### src/rtl/qsn_len15_pkg.sv
// ---------------------------------------------------------------------------
// qsn_len15_pkg
// Shared constants and the merge-select helper for the 15-lane, 3-bit-plane
// QSN cyclic shifter (Pc=15, q=3) and its feeder.
//   PC      number of lanes (messages per vector)
//   Q       number of bit-planes per message
//   SEL_W   width of left_sel / right_sel / shift amount
//   MERGE_W width of merge_sel (one select per lane 0..13)
// ---------------------------------------------------------------------------
package qsn_len15_pkg;

    localparam int PC      = 15;
    localparam int Q       = 3;
    localparam int SEL_W   = 4;
    localparam int MERGE_W = 14;

    // Lane k takes the right network when k >= PC - s. Shift 0 is the identity.
    // The illegal value 15 is also folded to identity, so the result is all zeros.
    function automatic logic [MERGE_W-1:0] decode_merge(input logic [SEL_W-1:0] s);
        logic [MERGE_W-1:0] m;
        m = '0;
        if (s != '0 && int'(s) < PC) begin
            for (int k = 0; k < MERGE_W; k++) begin
                m[k] = (k >= PC - int'(s));
            end
        end
        return m;
    endfunction

endpackage

### src/rtl/qsn_feed_ctrl_len15_if.sv
// ---------------------------------------------------------------------------
// qsn_feed_ctrl_len15_if
// Upstream transaction bundle for the QSN feeder: valid/ready handshake, the
// cyclic-shift factor, three 15-bit bit-planes and an opaque tag.
//   master : drives in_valid, in_shift, in_bit0..2, in_tag; receives in_ready
//   slave  : receives the transaction fields; drives in_ready
// ---------------------------------------------------------------------------
interface qsn_feed_ctrl_len15_if #(
    parameter int TAG_W = 4
) ();
    import qsn_len15_pkg::*;

    logic               in_valid;
    logic               in_ready;
    logic [SEL_W-1:0]   in_shift;
    logic [PC-1:0]      in_bit0;
    logic [PC-1:0]      in_bit1;
    logic [PC-1:0]      in_bit2;
    logic [TAG_W-1:0]   in_tag;

    modport master (
        output in_valid, in_shift, in_bit0, in_bit1, in_bit2, in_tag,
        input  in_ready
    );

    modport slave (
        input  in_valid, in_shift, in_bit0, in_bit1, in_bit2, in_tag,
        output in_ready
    );

endinterface

### src/rtl/qsn_feed_ctrl_len15_decode.sv
// ---------------------------------------------------------------------------
// qsn_shift_decode_len15
// Combinational decode of a cyclic left-rotation amount into the QSN select
// controls. Shift 0 and the illegal value 15 both decode to identity.
//   shift     in  4   rotation amount s
//   left_sel  out 4   s (0 for identity)
//   right_sel out 4   15 - s (0 for identity)
//   merge_sel out 14  per-lane right-network select
//   shift_bad out 1   s == 15
// ---------------------------------------------------------------------------
module qsn_shift_decode_len15
    import qsn_len15_pkg::*;
(
    input  logic [SEL_W-1:0]   shift,
    output logic [SEL_W-1:0]   left_sel,
    output logic [SEL_W-1:0]   right_sel,
    output logic [MERGE_W-1:0] merge_sel,
    output logic               shift_bad
);

    // Left/right networks rotate by complementary amounts; identity needs neither.
    always_comb begin
        left_sel  = '0;
        right_sel = '0;
        merge_sel = decode_merge(shift);
        shift_bad = (int'(shift) >= PC);
        if (shift != '0 && !shift_bad) begin
            left_sel  = shift;
            right_sel = SEL_W'(PC - int'(shift));
        end
    end

endmodule

### src/rtl/qsn_feed_ctrl_len15.sv
// ---------------------------------------------------------------------------
// qsn_feed_ctrl_len15
// Upstream feeder for the 15-lane QSN cyclic shifter. Accepts one message
// vector plus shift factor per handshake, registers the QSN drives, tracks the
// QSN latency so out_valid/out_tag line up with sw_out_bit*, and limits
// issue with a credit counter for the downstream buffer.
//   sys_clk, rst          clock, synchronous active-high reset
//   up (slave)            in_valid/in_ready/in_shift/in_bit0..2/in_tag
//   credit_ret            one-cycle pulse, downstream freed a slot
//   sw_in_bit0..2         registered QSN data drives
//   left/right/merge_sel  registered QSN select drives
//   out_valid, out_tag    transaction present at QSN output this cycle
//   credit_cnt            current credits
//   shift_err             sticky, an accepted shift was 15
// ---------------------------------------------------------------------------
module qsn_feed_ctrl_len15
    import qsn_len15_pkg::*;
#(
    parameter int QSN_LAT = 2,
    parameter int CREDITS = 4,
    parameter int TAG_W   = 4
) (
    input  logic                sys_clk,
    input  logic                rst,
    qsn_feed_ctrl_len15_if.slave up,
    input  logic                credit_ret,
    output logic [PC-1:0]       sw_in_bit0,
    output logic [PC-1:0]       sw_in_bit1,
    output logic [PC-1:0]       sw_in_bit2,
    output logic [SEL_W-1:0]    left_sel,
    output logic [SEL_W-1:0]    right_sel,
    output logic [MERGE_W-1:0]  merge_sel,
    output logic                out_valid,
    output logic [TAG_W-1:0]    out_tag,
    output logic [3:0]          credit_cnt,
    output logic                shift_err
);

    logic               accept;
    logic [SEL_W-1:0]   dec_left;
    logic [SEL_W-1:0]   dec_right;
    logic [MERGE_W-1:0] dec_merge;
    logic               dec_bad;
    logic               acc_q;
    logic [TAG_W-1:0]   tag_q;
    logic [QSN_LAT-1:0] vld_pipe;
    logic [TAG_W-1:0]   tag_pipe [QSN_LAT];

    assign up.in_ready = (credit_cnt != 4'd0);
    assign accept      = up.in_valid && up.in_ready;

    qsn_shift_decode_len15 u_decode (
        .shift     (up.in_shift),
        .left_sel  (dec_left),
        .right_sel (dec_right),
        .merge_sel (dec_merge),
        .shift_bad (dec_bad)
    );

    // Credit counter: an accept and a return in the same cycle cancel out;
    // a return when already full is dropped rather than wrapping.
    always_ff @(posedge sys_clk) begin
        if (rst) begin
            credit_cnt <= 4'(CREDITS);
        end else if (accept && !credit_ret) begin
            credit_cnt <= credit_cnt - 4'd1;
        end else if (credit_ret && !accept && credit_cnt != 4'(CREDITS)) begin
            credit_cnt <= credit_cnt + 4'd1;
        end
    end

    // Input register stage: the QSN cannot stall, so idle cycles drive zeros.
    always_ff @(posedge sys_clk) begin
        if (rst || !accept) begin
            sw_in_bit0 <= '0;
            sw_in_bit1 <= '0;
            sw_in_bit2 <= '0;
            left_sel   <= '0;
            right_sel  <= '0;
            merge_sel  <= '0;
            acc_q      <= 1'b0;
            tag_q      <= '0;
        end else begin
            sw_in_bit0 <= up.in_bit0;
            sw_in_bit1 <= up.in_bit1;
            sw_in_bit2 <= up.in_bit2;
            left_sel   <= dec_left;
            right_sel  <= dec_right;
            merge_sel  <= dec_merge;
            acc_q      <= 1'b1;
            tag_q      <= up.in_tag;
        end
    end

    // Sticky illegal-shift flag, cleared only by reset.
    always_ff @(posedge sys_clk) begin
        if (rst) begin
            shift_err <= 1'b0;
        end else if (accept && dec_bad) begin
            shift_err <= 1'b1;
        end
    end

    // Valid/tag delay line matching the QSN latency; every slot advances
    // each cycle so the output timing never shifts.
    always_ff @(posedge sys_clk) begin
        if (rst) begin
            vld_pipe <= '0;
            for (int i = 0; i < QSN_LAT; i++) begin
                tag_pipe[i] <= '0;
            end
        end else begin
            vld_pipe[0] <= acc_q;
            tag_pipe[0] <= tag_q;
            for (int i = 1; i < QSN_LAT; i++) begin
                vld_pipe[i] <= vld_pipe[i-1];
                tag_pipe[i] <= tag_pipe[i-1];
            end
        end
    end

    assign out_valid = vld_pipe[QSN_LAT-1];
    assign out_tag   = tag_pipe[QSN_LAT-1];

endmodule

### src/flat_wrapper.sv
// flat-port wrapper written by rule: the top's interface ports become plain ports
module qsn_feed_ctrl_len15_flat import qsn_len15_pkg::*;
#(
    parameter int QSN_LAT = 2,
    parameter int CREDITS = 4,
    parameter int TAG_W   = 4
)
  (sys_clk, rst, credit_ret, sw_in_bit0, sw_in_bit1, sw_in_bit2, left_sel, right_sel, merge_sel, out_valid, out_tag, credit_cnt, shift_err, up_in_valid, up_in_shift, up_in_bit0, up_in_bit1, up_in_bit2, up_in_tag, up_in_ready);
  qsn_feed_ctrl_len15_if #(.TAG_W(TAG_W)) up_i ();
  input  logic sys_clk;
  input  logic rst;
  input  logic credit_ret;
  output logic [PC-1:0] sw_in_bit0;
  output logic [PC-1:0] sw_in_bit1;
  output logic [PC-1:0] sw_in_bit2;
  output logic [SEL_W-1:0] left_sel;
  output logic [SEL_W-1:0] right_sel;
  output logic [MERGE_W-1:0] merge_sel;
  output logic out_valid;
  output logic [TAG_W-1:0] out_tag;
  output logic [3:0] credit_cnt;
  output logic shift_err;
  input wire logic [$bits(up_i.in_valid)-1:0] up_in_valid;
  input wire logic [$bits(up_i.in_shift)-1:0] up_in_shift;
  input wire logic [$bits(up_i.in_bit0)-1:0] up_in_bit0;
  input wire logic [$bits(up_i.in_bit1)-1:0] up_in_bit1;
  input wire logic [$bits(up_i.in_bit2)-1:0] up_in_bit2;
  input wire logic [$bits(up_i.in_tag)-1:0] up_in_tag;
  output wire logic [$bits(up_i.in_ready)-1:0] up_in_ready;
  assign up_i.in_valid = up_in_valid;
  assign up_i.in_shift = up_in_shift;
  assign up_i.in_bit0 = up_in_bit0;
  assign up_i.in_bit1 = up_in_bit1;
  assign up_i.in_bit2 = up_in_bit2;
  assign up_i.in_tag = up_in_tag;
  assign up_in_ready = up_i.in_ready;
  qsn_feed_ctrl_len15 #(.QSN_LAT(QSN_LAT), .CREDITS(CREDITS), .TAG_W(TAG_W)) u_core (.sys_clk(sys_clk), .rst(rst), .up(up_i), .credit_ret(credit_ret), .sw_in_bit0(sw_in_bit0), .sw_in_bit1(sw_in_bit1), .sw_in_bit2(sw_in_bit2), .left_sel(left_sel), .right_sel(right_sel), .merge_sel(merge_sel), .out_valid(out_valid), .out_tag(out_tag), .credit_cnt(credit_cnt), .shift_err(shift_err));
endmodule
### config.mk
export PLATFORM = sky130hd
export DESIGN_NAME = qsn_feed_ctrl_len15_flat
export DESIGN_NICKNAME = d
export VERILOG_FILES = /design/src/rtl/qsn_len15_pkg.sv /design/src/rtl/qsn_feed_ctrl_len15_if.sv /design/src/rtl/qsn_feed_ctrl_len15_decode.sv /design/src/rtl/qsn_feed_ctrl_len15.sv /design/src/flat_wrapper.sv
export SDC_FILE = /design/constraint.sdc
export NUM_CORES = 1
export LEC_CHECK = 0
export ABC_CLOCK_PERIOD_IN_PS = 2500
export BUFFER_PORTS_ARGS = -buffer_cell sky130_fd_sc_hd__buf_2
export CORE_ASPECT_RATIO = 0.6
export CORE_UTILIZATION = 47
export CTS_BUF_LIST = sky130_fd_sc_hd__clkbuf_4
export CTS_CLUSTER_DIAMETER = 100
export CTS_CLUSTER_SIZE = 25
export DETAILED_ROUTE_END_ITERATION = 7
export GPL_TIMING_DRIVEN = 0
export PLACE_DENSITY = 0.82
export SLEW_MARGIN = 20
export SYNTH_ARGS = -nofsm -noshare
export SYNTH_HDL_FRONTEND = slang
export SYNTH_SLANG_ARGS = --single-unit
### constraint.sdc
create_clock -name sys_clk -period 2.5 [get_ports sys_clk]
set_input_delay 0.25 -clock sys_clk [delete_from_list [all_inputs] [get_ports sys_clk]]
set_output_delay 0.25 -clock sys_clk [all_outputs]
set_load 0.05 [all_outputs]
==> out/results.md, run 1 <==
| Metric | Value |
|:---|:---|
| Status | completed |
| Cell Int Power | 2.291 mW |
| Commonest register cell after synthesis | sky130_fd_sc_hd__dfxtp_1 |
| Number of buffers inserted by port buffering | 134 |
| Critical path arrival | 2.34 ns |
| Detail Placement HPWL | 4267 µm |
| Clock skew after layout | 0.01694 ns |
| Total clock buffers created by CTS | 9 |
| Initial antenna violation count | 0 |
| Routability congestion estimate from global placement | 0.7963 |
| Total via count after detailed routing | 2,135 |
| Count of final hold-check violations | 0 |
| Number of nets produced by synthesis | 298 |
| Number of flops mapped to enable cells by yosys | 0 |
| Setup violations, final | 0 |
| Count of final max-slew check failures | 0 |
| Cell at the root of the clock tree | sky130_fd_sc_hd__clkbuf_4 |
| Relative contribution of the clock network to total power | 27.7% |
| Antenna-violating nets left | 0 |
| Floorplan Core Area | 5305 µm² |
| Most repeated cell in the gate-level netlist after synthesis | sky130_fd_sc_hd__dfxtp_1 |
| I/O pins | 135 |
| Share of power burned in combinational logic | 26.9% |
| Iteration-0 DRC count of the detailed router | 76 |
| Max-cap violations | 0 |
| Number of inserted diodes | 0 |
| Fill cell count | 434 |
| Synth area leader | sky130_fd_sc_hd__dfxtp_1 |
| Part of the Yosys area used for sequential elements | 64.38% |
| Total wirelength of the detailed-routed design | 5720 µm |
| Post-layout nets | 448 |
| Required arrival time at the worst endpoint | 2.80 ns |
| Level count of the clock H-tree | 3 |
| Top achievable clock speed | 0.4899 GHz |
| Share of total power in sequential cells | 45.5% |
| GRT Total Usage | 19.53% |
| Count of standard-cell rows | 20 |
| Shortest clock period the worst path allows after layout | 2.041 ns |
| Top cells by area in the synthesized netlist | sky130_fd_sc_hd__dfxtp_1 (64%), sky130_fd_sc_hd__and2_1 (11%), sky130_fd_sc_hd__nor2b_1 (2.5%) |
| CTS sink cnt | 87 |
| Effective utilization at floorplan | 50.99% |
| Critical Path Sink Type | flip-flop |
| Count of state elements after synthesis | 87 |
| Number of instances in the synthesized netlist | 240 |
| Unrepaired setup endpoints after global routing | false |
| Fraction of layout cells with a size suffix above 1 | 41.88% |
| Fraction of synthesized cell area taken by the top area cell type | 64.38% |
| Number of global-route vias before repair | 1,872 |
| Leak Pwr | 1.884 nW |
| Wire length of the first global-routing pass | 8638 µm |
| Peak fanout along the critical path | 8 |
| Worst Hold Class | in2reg |
| Maximum number of pins on one net before global-route repair | 15 |
| Number of remaining DRC errors | 0 |
| Area grow syn2layout | 36.91% |
| Number of synthesis warnings | 0 |
| Leftover overflow at the end of global routing | 0 |
| Synth async-reset ratio | 0% |
| Switching fraction of total power | 33.32% |
| Clock input transition at the sequential cells of the worst setup and hold paths | 0.13 ns |
| Vias per Instance | 4.533 |
| Peak ir drop on the vdd network | 0.0004638 V |
| Ratio of final minimum period to clock period | 81.64% |
| Die W | 99.94 µm |
| Clock tree from TritonCTS | built |
| Crit start category | flip-flop |
| Post-synthesis area per instance | 11.27 µm² |
| Max Buffers Root-to-Sink | 2 |
| Power dissipated by switching net loads | 1.144 mW |
| Buffers inserted during post-CTS setup optimization | 0 |
| Clk_lat worst skew | 0.41 ns |
| Post-route setup TNS | 0 ns |
| Critical path class | reg2reg |
| Power per cell area | 927.6 nW/µm² |
| Post-synthesis instance area | 2705 µm² |
| Design Power | 3.435 mW |
| Top post-synthesis cells by count | sky130_fd_sc_hd__dfxtp_1 (87), sky130_fd_sc_hd__and2_1 (49), sky130_fd_sc_hd__nor2_1 (14) |
| Per-cell routed wire length | 12.14 µm |
| Number of distinct library cell variants in the gate-level netlist after synthesis | 35 |
| DR pass1 iterations | 5 |
| Y dimension of the die | 60.77 µm |
| Die Area | 6073 µm² |
[kinds of logic (layout without fill, tap and decap cells)]
| logic type | Yosys count | after routing | share of synthesized area (%) |
|---|---|---|---|
| simple gates | 106 | 106 | 23.36 |
| buf+inv | 24 | 178 | 5.596 |
| compound gates | 14 | 14 | 3.747 |
| xor+xnor | 6 | 6 | 1.943 |
| fa+ha+maj | 1 | 1 | 0.4625 |
| other cells | 1 | 1 | 0.1386 |
| mux | 1 | 1 | 0.3700 |
| flops | 87 | 87 | 64.38 |
[power groups by stage]
stage | registers, mW | clock network, mW | logic (mW)
2_1_floorplan | 2.00 | 0 | 0.283
3_3_place_gp | 1.59 | 0 | 0.904
3_5_place_dp | 1.59 | 0 | 0.917
4_1_cts | 1.56 | 0.972 | 0.919
5_1_grt | 1.58 | 1.03 | 0.974
6_report | 1.56 | 0.950 | 0.923
[per-layer routing]
layer  track usage, %  share of wire, %
met1            22.43                40
met2            31.43                47
met3            9.562                11
met4            9.244               1.3
met5                0                 0
[final timing paths]
path,from,to,slack [ns],depth (start not counted)
worst max-delay path,u_core.credit_cnt[0],u_core.credit_cnt[2],0.46,7
worst min-delay path,up_in_bit1[1],u_core.sw_in_bit1[1],0.02,2
worst max register to register,u_core.credit_cnt[0],u_core.credit_cnt[2],0.46,7
worst min register to register,u_core.tag_q[1],u_core.tag_pipe[0][1],0.44,1
[what timing repair did]
item / CTS / global route
hold buffers: 0 / 5
hold endpoints to repair: 0 / 5
resized for setup: 0 / 0
[area by class of cell]
cell class	instances	area [µm²]	share of cell area, %
Clock buffer	10	75.07	2.027
Sequential cell	87	1742	47.03
Inverter	6	22.52	0.6081
Clock inverter	5	106.4	2.872
Timing Repair Buffer	139	720.7	19.46
Buffer	18	128.9	3.480
Tap cell	77	96.34	2.601
Multi-Input combinational cell	129	812.0	21.93
[worst max-delay path, cell delays in order (launching register included)]
cell	delay [ns]
sky130_fd_sc_hd__dfxtp_1	0.42
sky130_fd_sc_hd__nor4_2	0.35
sky130_fd_sc_hd__nor2_1	0.13
sky130_fd_sc_hd__xor2_1	0.16
sky130_fd_sc_hd__ha_1	0.22
sky130_fd_sc_hd__a2111oi_0	0.43
sky130_fd_sc_hd__a221oi_1	0.09
sky130_fd_sc_hd__o311a_1	0.13
[per-stage QoR]
stage | hold WS (ns) | instance area (µm²) | worst slack [ns] | cells | util (%)
after global placement | 0.4165 | 3472 | 0.5746 | 451 | 65.45
after global routing | 0.001663 | 3704 | 0.3009 | 471 | 69.81
final | 0.02235 | 3704 | 0.4589 | 471 | 69.81
after detailed placement | 0.4231 | 3472 | 0.5226 | 451 | 65.45
after floorplan | 0.3717 | 2705 | 0.4033 | 240 | -
after CTS | 0.0002629 | 3654 | 0.4687 | 466 | 68.87
[cells in the final DEF (no fill, tap or decap), types with 2 or more instances in the layout]
master	instances
sky130_fd_sc_hd__buf_2	135
sky130_fd_sc_hd__a21oi_1	4
sky130_fd_sc_hd__dfxtp_1	87
sky130_fd_sc_hd__clkbuf_4	10
sky130_fd_sc_hd__buf_4	4
sky130_fd_sc_hd__and4b_1	2
sky130_fd_sc_hd__clkbuf_1	7
sky130_fd_sc_hd__xnor2_1	4
sky130_fd_sc_hd__nand3_1	5
sky130_fd_sc_hd__nor2b_1	11
sky130_fd_sc_hd__inv_1	4
sky130_fd_sc_hd__and3_1	2
sky130_fd_sc_hd__buf_6	6
sky130_fd_sc_hd__o21ai_0	3
sky130_fd_sc_hd__o311a_1	2
sky130_fd_sc_hd__nor2_1	14
sky130_fd_sc_hd__inv_2	2
sky130_fd_sc_hd__and2_1	49
sky130_fd_sc_hd__nand2_1	3
sky130_fd_sc_hd__dlygate4sd3_1	5
sky130_fd_sc_hd__bufinv_16	3
sky130_fd_sc_hd__xor2_1	2
sky130_fd_sc_hd__nor3_1	13
[registers in the layout (all words and copies together), names as in the netlist]
register	flops
u_core.sw_in_bit0	15
u_core.sw_in_bit1	15
u_core.sw_in_bit2	15
u_core.merge_sel	14
u_core.tag_pipe	8
u_core.credit_cnt	4
u_core.left_sel	4
u_core.right_sel	4
u_core.tag_q	4
u_core.vld_pipe	2
u_core.acc_q	1
u_core.shift_err	1
Power figures use the tool's default switching activity.
==> run 2, diff against run 1 <==
--- a/config.mk
+++ b/config.mk
@@ -5,16 +5,16 @@
 export SDC_FILE = /design/constraint.sdc
 export NUM_CORES = 1
 export LEC_CHECK = 0
-export ABC_CLOCK_PERIOD_IN_PS = 2500
+export ABC_CLOCK_PERIOD_IN_PS = 1850
 export BUFFER_PORTS_ARGS = -buffer_cell sky130_fd_sc_hd__buf_2
 export CORE_ASPECT_RATIO = 0.6
-export CORE_UTILIZATION = 47
+export CORE_UTILIZATION = 42
 export CTS_BUF_LIST = sky130_fd_sc_hd__clkbuf_4
 export CTS_CLUSTER_DIAMETER = 100
 export CTS_CLUSTER_SIZE = 25
 export DETAILED_ROUTE_END_ITERATION = 7
 export GPL_TIMING_DRIVEN = 0
-export PLACE_DENSITY = 0.82
+export PLACE_DENSITY = 0.77
 export SLEW_MARGIN = 20
 export SYNTH_ARGS = -nofsm -noshare
 export SYNTH_HDL_FRONTEND = slang
==> constraint.sdc (replaced) <==
create_clock -name sys_clk -period 1.85 [get_ports sys_clk]
set_input_delay 0.185 -clock sys_clk [delete_from_list [all_inputs] [get_ports sys_clk]]
set_output_delay 0.185 -clock sys_clk [all_outputs]
set_load 0.05 [all_outputs]
==> run 2 against run 1 <==
Against the previous run: wire length up 16%; design area up 13%; non-clock buffer count up 47; critical path type unchanged; largest power group unchanged; highest routed layer unchanged.
==> out/results.md, run 2 (synthesized netlist as in run 1, its figures left out) <==
| Metric | Value | vs previous |
|:---|:---|:---|
| Status | completed |  |
| Peak fanout along the critical path | 4 | -4 |
| Antenna-violating nets left | 0 | unchanged |
| Fill cell count | 506 | +17% |
| Hold Slack | 0.06251 ns | +0.04016 ns |
| Number of remaining DRC errors | 0 | unchanged |
| DR pass1 iterations | 4 | -1 |
| Non-filler cells in the finished layout | 526 | +12% |
| Critical path class | reg2reg |  |
| Level count of the clock H-tree | 3 | unchanged |
| I/O pins | 135 | unchanged |
| Per-cell routed wire length | 12.60 µm | +3.8% |
| Vias per Instance | 4.340 | -4.2% |
| Cell at the root of the clock tree | sky130_fd_sc_hd__clkbuf_4 |  |
| Y dimension of the die | 64.17 µm | +5.6% |
| Max-cap violations | 0 | unchanged |
| Clock skew after layout | 0.01048 ns | -0.006465 ns |
| Iteration-0 DRC count of the detailed router | 59 | -22% |
| Power per cell area | 1093 nW/µm² | +18% |
| Die Area | 6776 µm² | +12% |
| Clock tree from TritonCTS | built |  |
| Met1 routed wirelength after detailed routing | 2834 µm | +23% |
| GRT Total Usage | 20.47% | +0.94 points |
| Number of global-route vias before repair | 2,244 | +20% |
| Fraction of layout cells with a size suffix above 1 | 40.27% | -1.6 points |
| Setup violations, final | 0 | unchanged |
| Total wirelength of the detailed-routed design | 6630 µm | +16% |
| Shortest clock period the worst path allows after layout | 1.843 ns | -0.1980 ns |
| Count of standard-cell rows | 22 | +10% |
| Maximum number of pins on one net before global-route repair | 16 | +1 |
| Count of final hold-check violations | 0 | unchanged |
| Slack of the critical path | 0.006934 ns | -0.4520 ns |
| Registers with the highest flip-flop counts | u_core.sw_in_bit0 x15, u_core.sw_in_bit1 x15, u_core.sw_in_bit2 x15 |  |
| Top achievable clock speed | 0.5426 GHz | +11% |
| Required arrival time at the worst endpoint | 2.21 ns | -0.59 ns |
| Leftover overflow at the end of global routing | 0 | unchanged |
| Cell total after placement | 458 | +1.6% |
| Critical Path Sink Type | flip-flop |  |
| Peak ir drop on the vdd network | 0.0006018 V | +30% |
| Floorplan Core Area | 6166 µm² | +16% |
| Post-layout nets | 495 | +10% |
| Routability congestion estimate from global placement | 0.8213 | +3.1% |
| Crit start category | flip-flop |  |
| Commonest non-fill, non-tap cell in the layout | sky130_fd_sc_hd__buf_2 |  |
| Clk_lat worst skew | 0.41 ns | about the same |
| Commonest non-fill, non-tap cells in the layout | sky130_fd_sc_hd__buf_2 (134), sky130_fd_sc_hd__dfxtp_1 (83), sky130_fd_sc_hd__and2_1 (49), sky130_fd_sc_hd__dlygate4sd3_1 (49), sky130_fd_sc_hd__nor3_1 (13) |  |
| Ratio of final minimum period to clock period | 99.63% | +18 points |
| Leak Pwr | 2.064 nW | +9.5% |
| Number of inserted diodes | 0 | unchanged |
| Number of buffers inserted by port buffering | 134 | unchanged |
| Critical path arrival | 2.20 ns | -0.14 ns |
| Worst slack at placement | -0.0005629 ns | -0.5232 ns |
| Metal3 WL | 535 µm | -18% |
| Wire length on met2 | 3171 µm | +18% |
| Die W | 105.6 µm | +5.7% |
| Cells along the critical path | nor4_4, nor2_2, xor2_1, ha_2, and4b_1, a221oi_2, o311a_1 |  |
| Total clock buffers created by CTS | 9 | unchanged |
| Wire length of the first global-routing pass | 10,340 µm | +20% |
| Area grow syn2layout | 54.49% |  |
| Unrepaired setup endpoints after global routing | true |  |
| Initial antenna violation count | 0 | unchanged |
| Effective utilization at floorplan | 43.87% | -7.1 points |
| CP max stage cell | sky130_fd_sc_hd__dfxtp_4 |  |
| CTS sink cnt | 87 | unchanged |
| Total via count after detailed routing | 2,283 | +6.9% |
| Worst Hold Class | in2reg |  |
| Uppermost metal layer occupied by signal nets | met4 |  |
| Max Buffers Root-to-Sink | 2 | unchanged |
| Detail Placement HPWL | 4078 µm | -4.4% |
| Clock input transition at the sequential cells of the worst setup and hold paths | 0.13 ns | about the same |
| Count of final max-slew check failures | 0 | unchanged |
| Slowest stage delay, CP | 0.39 ns | -0.04 ns |
run 2: cell count changes in the layout (fill, tap and decap cells not counted), sizes merged:
cell         previous run  this run
clkinvlp                1         3
buf                   145       148
dlygate4sd3             5        49
inv                     7         8
bufinv                  3         1
run 2: repair_timing:
action	CTS	global route
gates resized for setup	2	1
pin swaps	6	5
hold buffers	49	0
endpoints found under the setup margin	1	1
endpoints found under the hold margin	49	0
setup buffers	3	2
run 2: worst max-delay path, delay by kind of cell (launching register included):
family / cells / cell delay [ns]
compound gates: 2 / 0.42
xor+xnor: 1 / 0.17
fa+ha+maj: 1 / 0.21
flops: 1 / 0.39
simple gates: 3 / 0.59
run 2: stage by stage:
step	TNS [ns]	area, µm²	power, mW	util, %
floorplan	0	2748	3.138	-
global placement	0	3523	3.414	57.14
detailed placement	-0.0005629	3523	3.446	57.14
CTS	-0.008063	4173	4.602	67.67
global route	-0.09822	4179	4.801	67.78
finish	0	4179	4.567	67.78
run 2: final cells by class:
class	count	area [µm²]	share of cell area (%)
Clock inverter	6	67.56	1.617
Buffer	16	112.6	2.695
Clock buffer	10	75.07	1.796
Tap cell	84	105.1	2.515
Timing Repair Buffer	188	1199	28.68
Multi-Input combinational cell	129	840.8	20.12
Sequential cell	87	1757	42.04
Inverter	6	22.52	0.5389
run 2: power breakdown:
group	leakage, nW	internal (mW)	switching (mW)	total (mW)
clock network	0.0696	0.432	0.632	1.06
registers	0.714	2.06	0.0751	2.13
logic	1.28	0.444	0.925	1.37
total	2.06	2.93	1.63	4.57
run 2: final timing paths:
path	start	slack [ns]	to	depth (start not counted)
setup / recovery	u_core.credit_cnt[2]	0.007	u_core.credit_cnt[2]	7
hold / removal	up_in_shift[3]	0.06	u_core.merge_sel[2]	3
setup reg to reg	u_core.credit_cnt[2]	0.007	u_core.credit_cnt[2]	7
hold reg to reg	u_core.vld_pipe[0]	0.44	u_core.vld_pipe[1]	1
run 2: layer usage:
| metal | up-vias | track usage (%) |
|---|---|---|
| met2 | 97 | 34.79 |
| li1 | 1166 | - |
| met3 | 8 | 9.694 |
| met4 | 0 | 6.597 |
| met1 | 1012 | 22.85 |
| met5 | - | 0 |
==> run 3, diff against run 2 <==
--- a/config.mk
+++ b/config.mk
@@ -5,6 +5,7 @@
 export SDC_FILE = /design/constraint.sdc
 export NUM_CORES = 1
 export LEC_CHECK = 0
+export ABC_AREA = 1
 export ABC_CLOCK_PERIOD_IN_PS = 1850
 export BUFFER_PORTS_ARGS = -buffer_cell sky130_fd_sc_hd__buf_2
 export CORE_ASPECT_RATIO = 0.6
==> run 3 against run 2 <==
Against the previous run: combinational power decreased by 32%; via count increased by 7.4%; register-to-register slack better by 0.35 ns; critical path depth shrank 4; first-iteration DRC count increased by 20%; critical path type is now reg2out; highest routed layer unchanged.
==> out/results.md, run 3 <==
| Metric | Value | vs previous |
|:---|:---|:---|
| Part of the Yosys area used for sequential elements | 63.59% | -0.79 points |
| I/O pins | 135 | unchanged |
| Peak fanout along the critical path | 5 | +1 |
| Uppermost metal layer occupied by signal nets | met4 |  |
| Total wirelength of the detailed-routed design | 6901 µm | +4.1% |
| Fill cell count | 503 | -0.59% |
| Vias per Instance | 4.158 | -4.2% |
| Top achievable clock speed | 0.6649 GHz | +23% |
| Top post-synthesis cells by count | sky130_fd_sc_hd__dfxtp_1 (87), sky130_fd_sc_hd__inv_1 (74), sky130_fd_sc_hd__nor2_1 (73) |  |
| Area occupied by multi-input gates | 634.4 µm² | -25% |
| Antenna-violating nets left | 0 | unchanged |
| Number of global-route vias before repair | 2,416 | +7.7% |
| Required arrival time at the worst endpoint | 1.66 ns | -0.55 ns |
| Detail Placement HPWL | 4399 µm | +7.9% |
| Fraction of layout cells with a size suffix above 1 | 36.76% | -3.5 points |
| Leftover overflow at the end of global routing | 0 | unchanged |
| Iteration-0 DRC count of the detailed router | 71 | +20% |
| Leak Pwr | 2.340 nW | +13% |
| Placement Cell Area | 3517 µm² | -0.18% |
| Cell depth of the worst min-delay path | 3 | unchanged |
| Status | completed |  |
| Synth async-reset ratio | 0% | unchanged |
| PostCTS Resize Cnt | 0 | -2 |
| Number of synthesis warnings | 0 | unchanged |
| GRT Total Usage | 21.27% | +0.80 points |
| Critical path arrival | 1.32 ns | -0.88 ns |
| Routability congestion estimate from global placement | 0.7598 | -7.5% |
| Maximum number of pins on one net before global-route repair | 17 | +1 |
| Setup violations, final | 0 | unchanged |
| Clock input transition at the sequential cells of the worst setup and hold paths | 0.14 ns | about the same |
| Commonest non-fill, non-tap cell in the layout | sky130_fd_sc_hd__buf_2 |  |
| Post-synthesis area per instance | 9.069 µm² | -20% |
| Shortest clock period the worst path allows after layout | 1.504 ns | -0.3392 ns |
| Die Area | 6858 µm² | +1.2% |
| Y dimension of the die | 64.55 µm | +0.60% |
| Max Buffers Root-to-Sink | 2 | unchanged |
| Design Power | 3.921 mW | -14% |
| Number of buffers inserted by port buffering | 134 | unchanged |
| Count of final hold-check violations | 0 | unchanged |
| Top cells by area in the synthesized netlist | sky130_fd_sc_hd__dfxtp_1 (64%), sky130_fd_sc_hd__inv_1 (10%), sky130_fd_sc_hd__nor2_1 (10%) |  |
| Commonest register cell after synthesis | sky130_fd_sc_hd__dfxtp_1 |  |
| Count of state elements after synthesis | 87 | unchanged |
| Commonest non-fill, non-tap cells in the layout | sky130_fd_sc_hd__buf_2 (139), sky130_fd_sc_hd__dfxtp_1 (85), sky130_fd_sc_hd__inv_1 (74), sky130_fd_sc_hd__nor2_1 (73), sky130_fd_sc_hd__dlygate4sd3_1 (54) |  |
| Critical Path Sink Type | primary output |  |
| Destination of the worst hold path | u_core.acc_q |  |
| Worst Reg-to-Reg Cells | 10 | +3 |
| Number of nets produced by synthesis | 360 | +21% |
| Most repeated cell in the gate-level netlist after synthesis | sky130_fd_sc_hd__dfxtp_1 |  |
| Die W | 106.3 µm | +0.61% |
| Unrepaired setup endpoints after global routing | false |  |
| Number of inserted diodes | 0 | unchanged |
| Final instance area | 4178 µm² | about the same |
| Metal3 WL | 562 µm | +5.0% |
| R2R setup slack | 0.36 ns | +0.35 ns |
| Total clock buffers created by CTS | 9 | unchanged |
| Number of distinct library cell variants in the gate-level netlist after synthesis | 29 | -17% |
| Ratio of final minimum period to clock period | 81.29% | -18 points |
| Met1 routed wirelength after detailed routing | 2944 µm | +3.9% |
| Clk_lat worst skew | 0.41 ns | about the same |
| Startpoint of the lowest-slack register-to-register path | u_core.credit_cnt[2] |  |
| Fraction of synthesized cell area taken by the top area cell type | 63.59% | -0.79 points |
| Post-route setup TNS | 0 ns | unchanged |
| Power per cell area | 938.5 nW/µm² | -14% |
| Post-layout nets | 559 | +13% |
| Number of instances in the synthesized netlist | 302 | +26% |
| Clock tree from TritonCTS | built |  |
| Clock skew after layout | 0.01924 ns | +0.008760 ns |
| Footprint of the flip-flops and latches | 1744 µm² | -0.71% |
| Total via count after detailed routing | 2,453 | +7.4% |
| Count of final max-slew check failures | 0 | unchanged |
| Initial antenna violation count | 0 | unchanged |
| Number of flops mapped to enable cells by yosys | 0 | unchanged |
| Critical path class | reg2out |  |
| Floorplan Core Area | 6193 µm² | +0.45% |
| Terminus of the critical flop-to-flop path | u_core.credit_cnt[2] |  |
| Peak ir drop on the vdd network | 0.0005100 V | -15% |
| Crit start category | flip-flop |  |
| Wire length on met2 | 3229 µm | +1.8% |
| Hold Crit Start | up_in_valid |  |
| CTS sink cnt | 87 | unchanged |
| Area grow syn2layout | 52.54% |  |
| Number of remaining DRC errors | 0 | unchanged |
| Count of standard-cell rows | 22 | unchanged |
| Synth area leader | sky130_fd_sc_hd__dfxtp_1 |  |
| Wire length of the first global-routing pass | 11,090 µm | +7.3% |
| Per-cell routed wire length | 11.70 µm | -7.2% |
| Cell at the root of the clock tree | sky130_fd_sc_hd__clkbuf_4 |  |
| Effective utilization at floorplan | 44.22% | +0.35 points |
| Registers with the highest flip-flop counts | u_core.sw_in_bit0 x15, u_core.sw_in_bit1 x15, u_core.sw_in_bit2 x15 |  |
| Worst Hold Class | in2reg |  |
| Max-cap violations | 0 | unchanged |
| DR pass1 iterations | 6 | +2 |
| Level count of the clock H-tree | 3 | unchanged |
| Post-synthesis instance area | 2739 µm² | +1.2% |
run 3: cell types whose count changed after synthesis, sizes merged, moves of 4 or more:
cell	change
nand2	+16
nor3	-11
nor2	+63
inv	+72
xnor2	-4
and2	-49
nor2b	-11
clkbuf	-6
run 3: worst max path at each step:
stage                                 endpoint  cells after the start  slack, ns            startpoint
after floorplan           u_core.credit_cnt[2]                     10      0.004  u_core.credit_cnt[1]
after global placement    u_core.credit_cnt[2]                     11       0.40  u_core.credit_cnt[0]
after CTS                          up_in_ready                      3       0.33  u_core.credit_cnt[2]
after detailed placement  u_core.credit_cnt[2]                     11       0.37  u_core.credit_cnt[0]
final                              up_in_ready                      3       0.35  u_core.credit_cnt[2]
after global routing      u_core.credit_cnt[2]                     10       0.21  u_core.credit_cnt[1]
run 3: layout make-up:
| class | instances | area share (%) |
|---|---|---|
| Buffer | 11 | 1.677 |
| Clock buffer | 9 | 1.617 |
| Timing Repair Buffer | 188 | 28.99 |
| Multi-Input combinational cell | 126 | 15.18 |
| Sequential cell | 87 | 41.75 |
| Inverter | 78 | 7.008 |
| Tap cell | 84 | 2.516 |
| Clock inverter | 7 | 1.258 |
run 3: logic make-up (layout without fill, tap and decap cells):
family                     count (synthesis)  in the layout  synth area share [%]
AOI/OAI and AO/OA                         15             15                 3.883
xor gates and xnor gates                   1              1                0.3198
adders and majority gates                  1              1                0.4568
buffers and inverters                     89            293                 13.25
DFF                                       87             87                 63.59
other                                      1              1                0.1369
and+or+nand+nor                          108            108                 18.36
run 3: worst max-delay path, stage by stage (launching register included):
cell,delay (ns)
sky130_fd_sc_hd__dfxtp_1,0.46
sky130_fd_sc_hd__nor2_2,0.07
sky130_fd_sc_hd__nand2_4,0.11
sky130_fd_sc_hd__buf_2,0.27
run 3: per-stage QoR:
| stage | setup WS [ns] | utilization (%) | hold WS (ns) | instances |
|---|---|---|---|---|
| 2_1_floorplan | 0.004283 | - | 0.2401 | 302 |
| 3_3_place_gp | 0.4050 | 56.79 | 0.3882 | 520 |
| 3_5_place_dp | 0.3730 | 56.79 | 0.3952 | 520 |
| 4_1_cts | 0.3297 | 67.45 | 0.08062 | 590 |
| 5_1_grt | 0.2110 | 67.45 | 0.07548 | 590 |
| 6_report | 0.3461 | 67.45 | 0.1042 | 590 |
run 3: metal layers:
layer,GRT usage [%],vias up
met3,8.652,16
met2,35.55,99
met5,0,-
met4,9.201,0
met1,24.18,1082
li1,-,1256
run 3: timing repair:
item                      CTS  global route
buffers inserted            0             0
hold endpoints to repair   55             0
hold buffers               54             0
run 3: power breakdown:
part           switching [mW]  leakage [nW]  internal, mW
Combinational           0.648          1.56         0.289
Clock                   0.658        0.0671         0.289
Sequential             0.0501         0.714          1.99
Total                    1.36          2.34          2.56
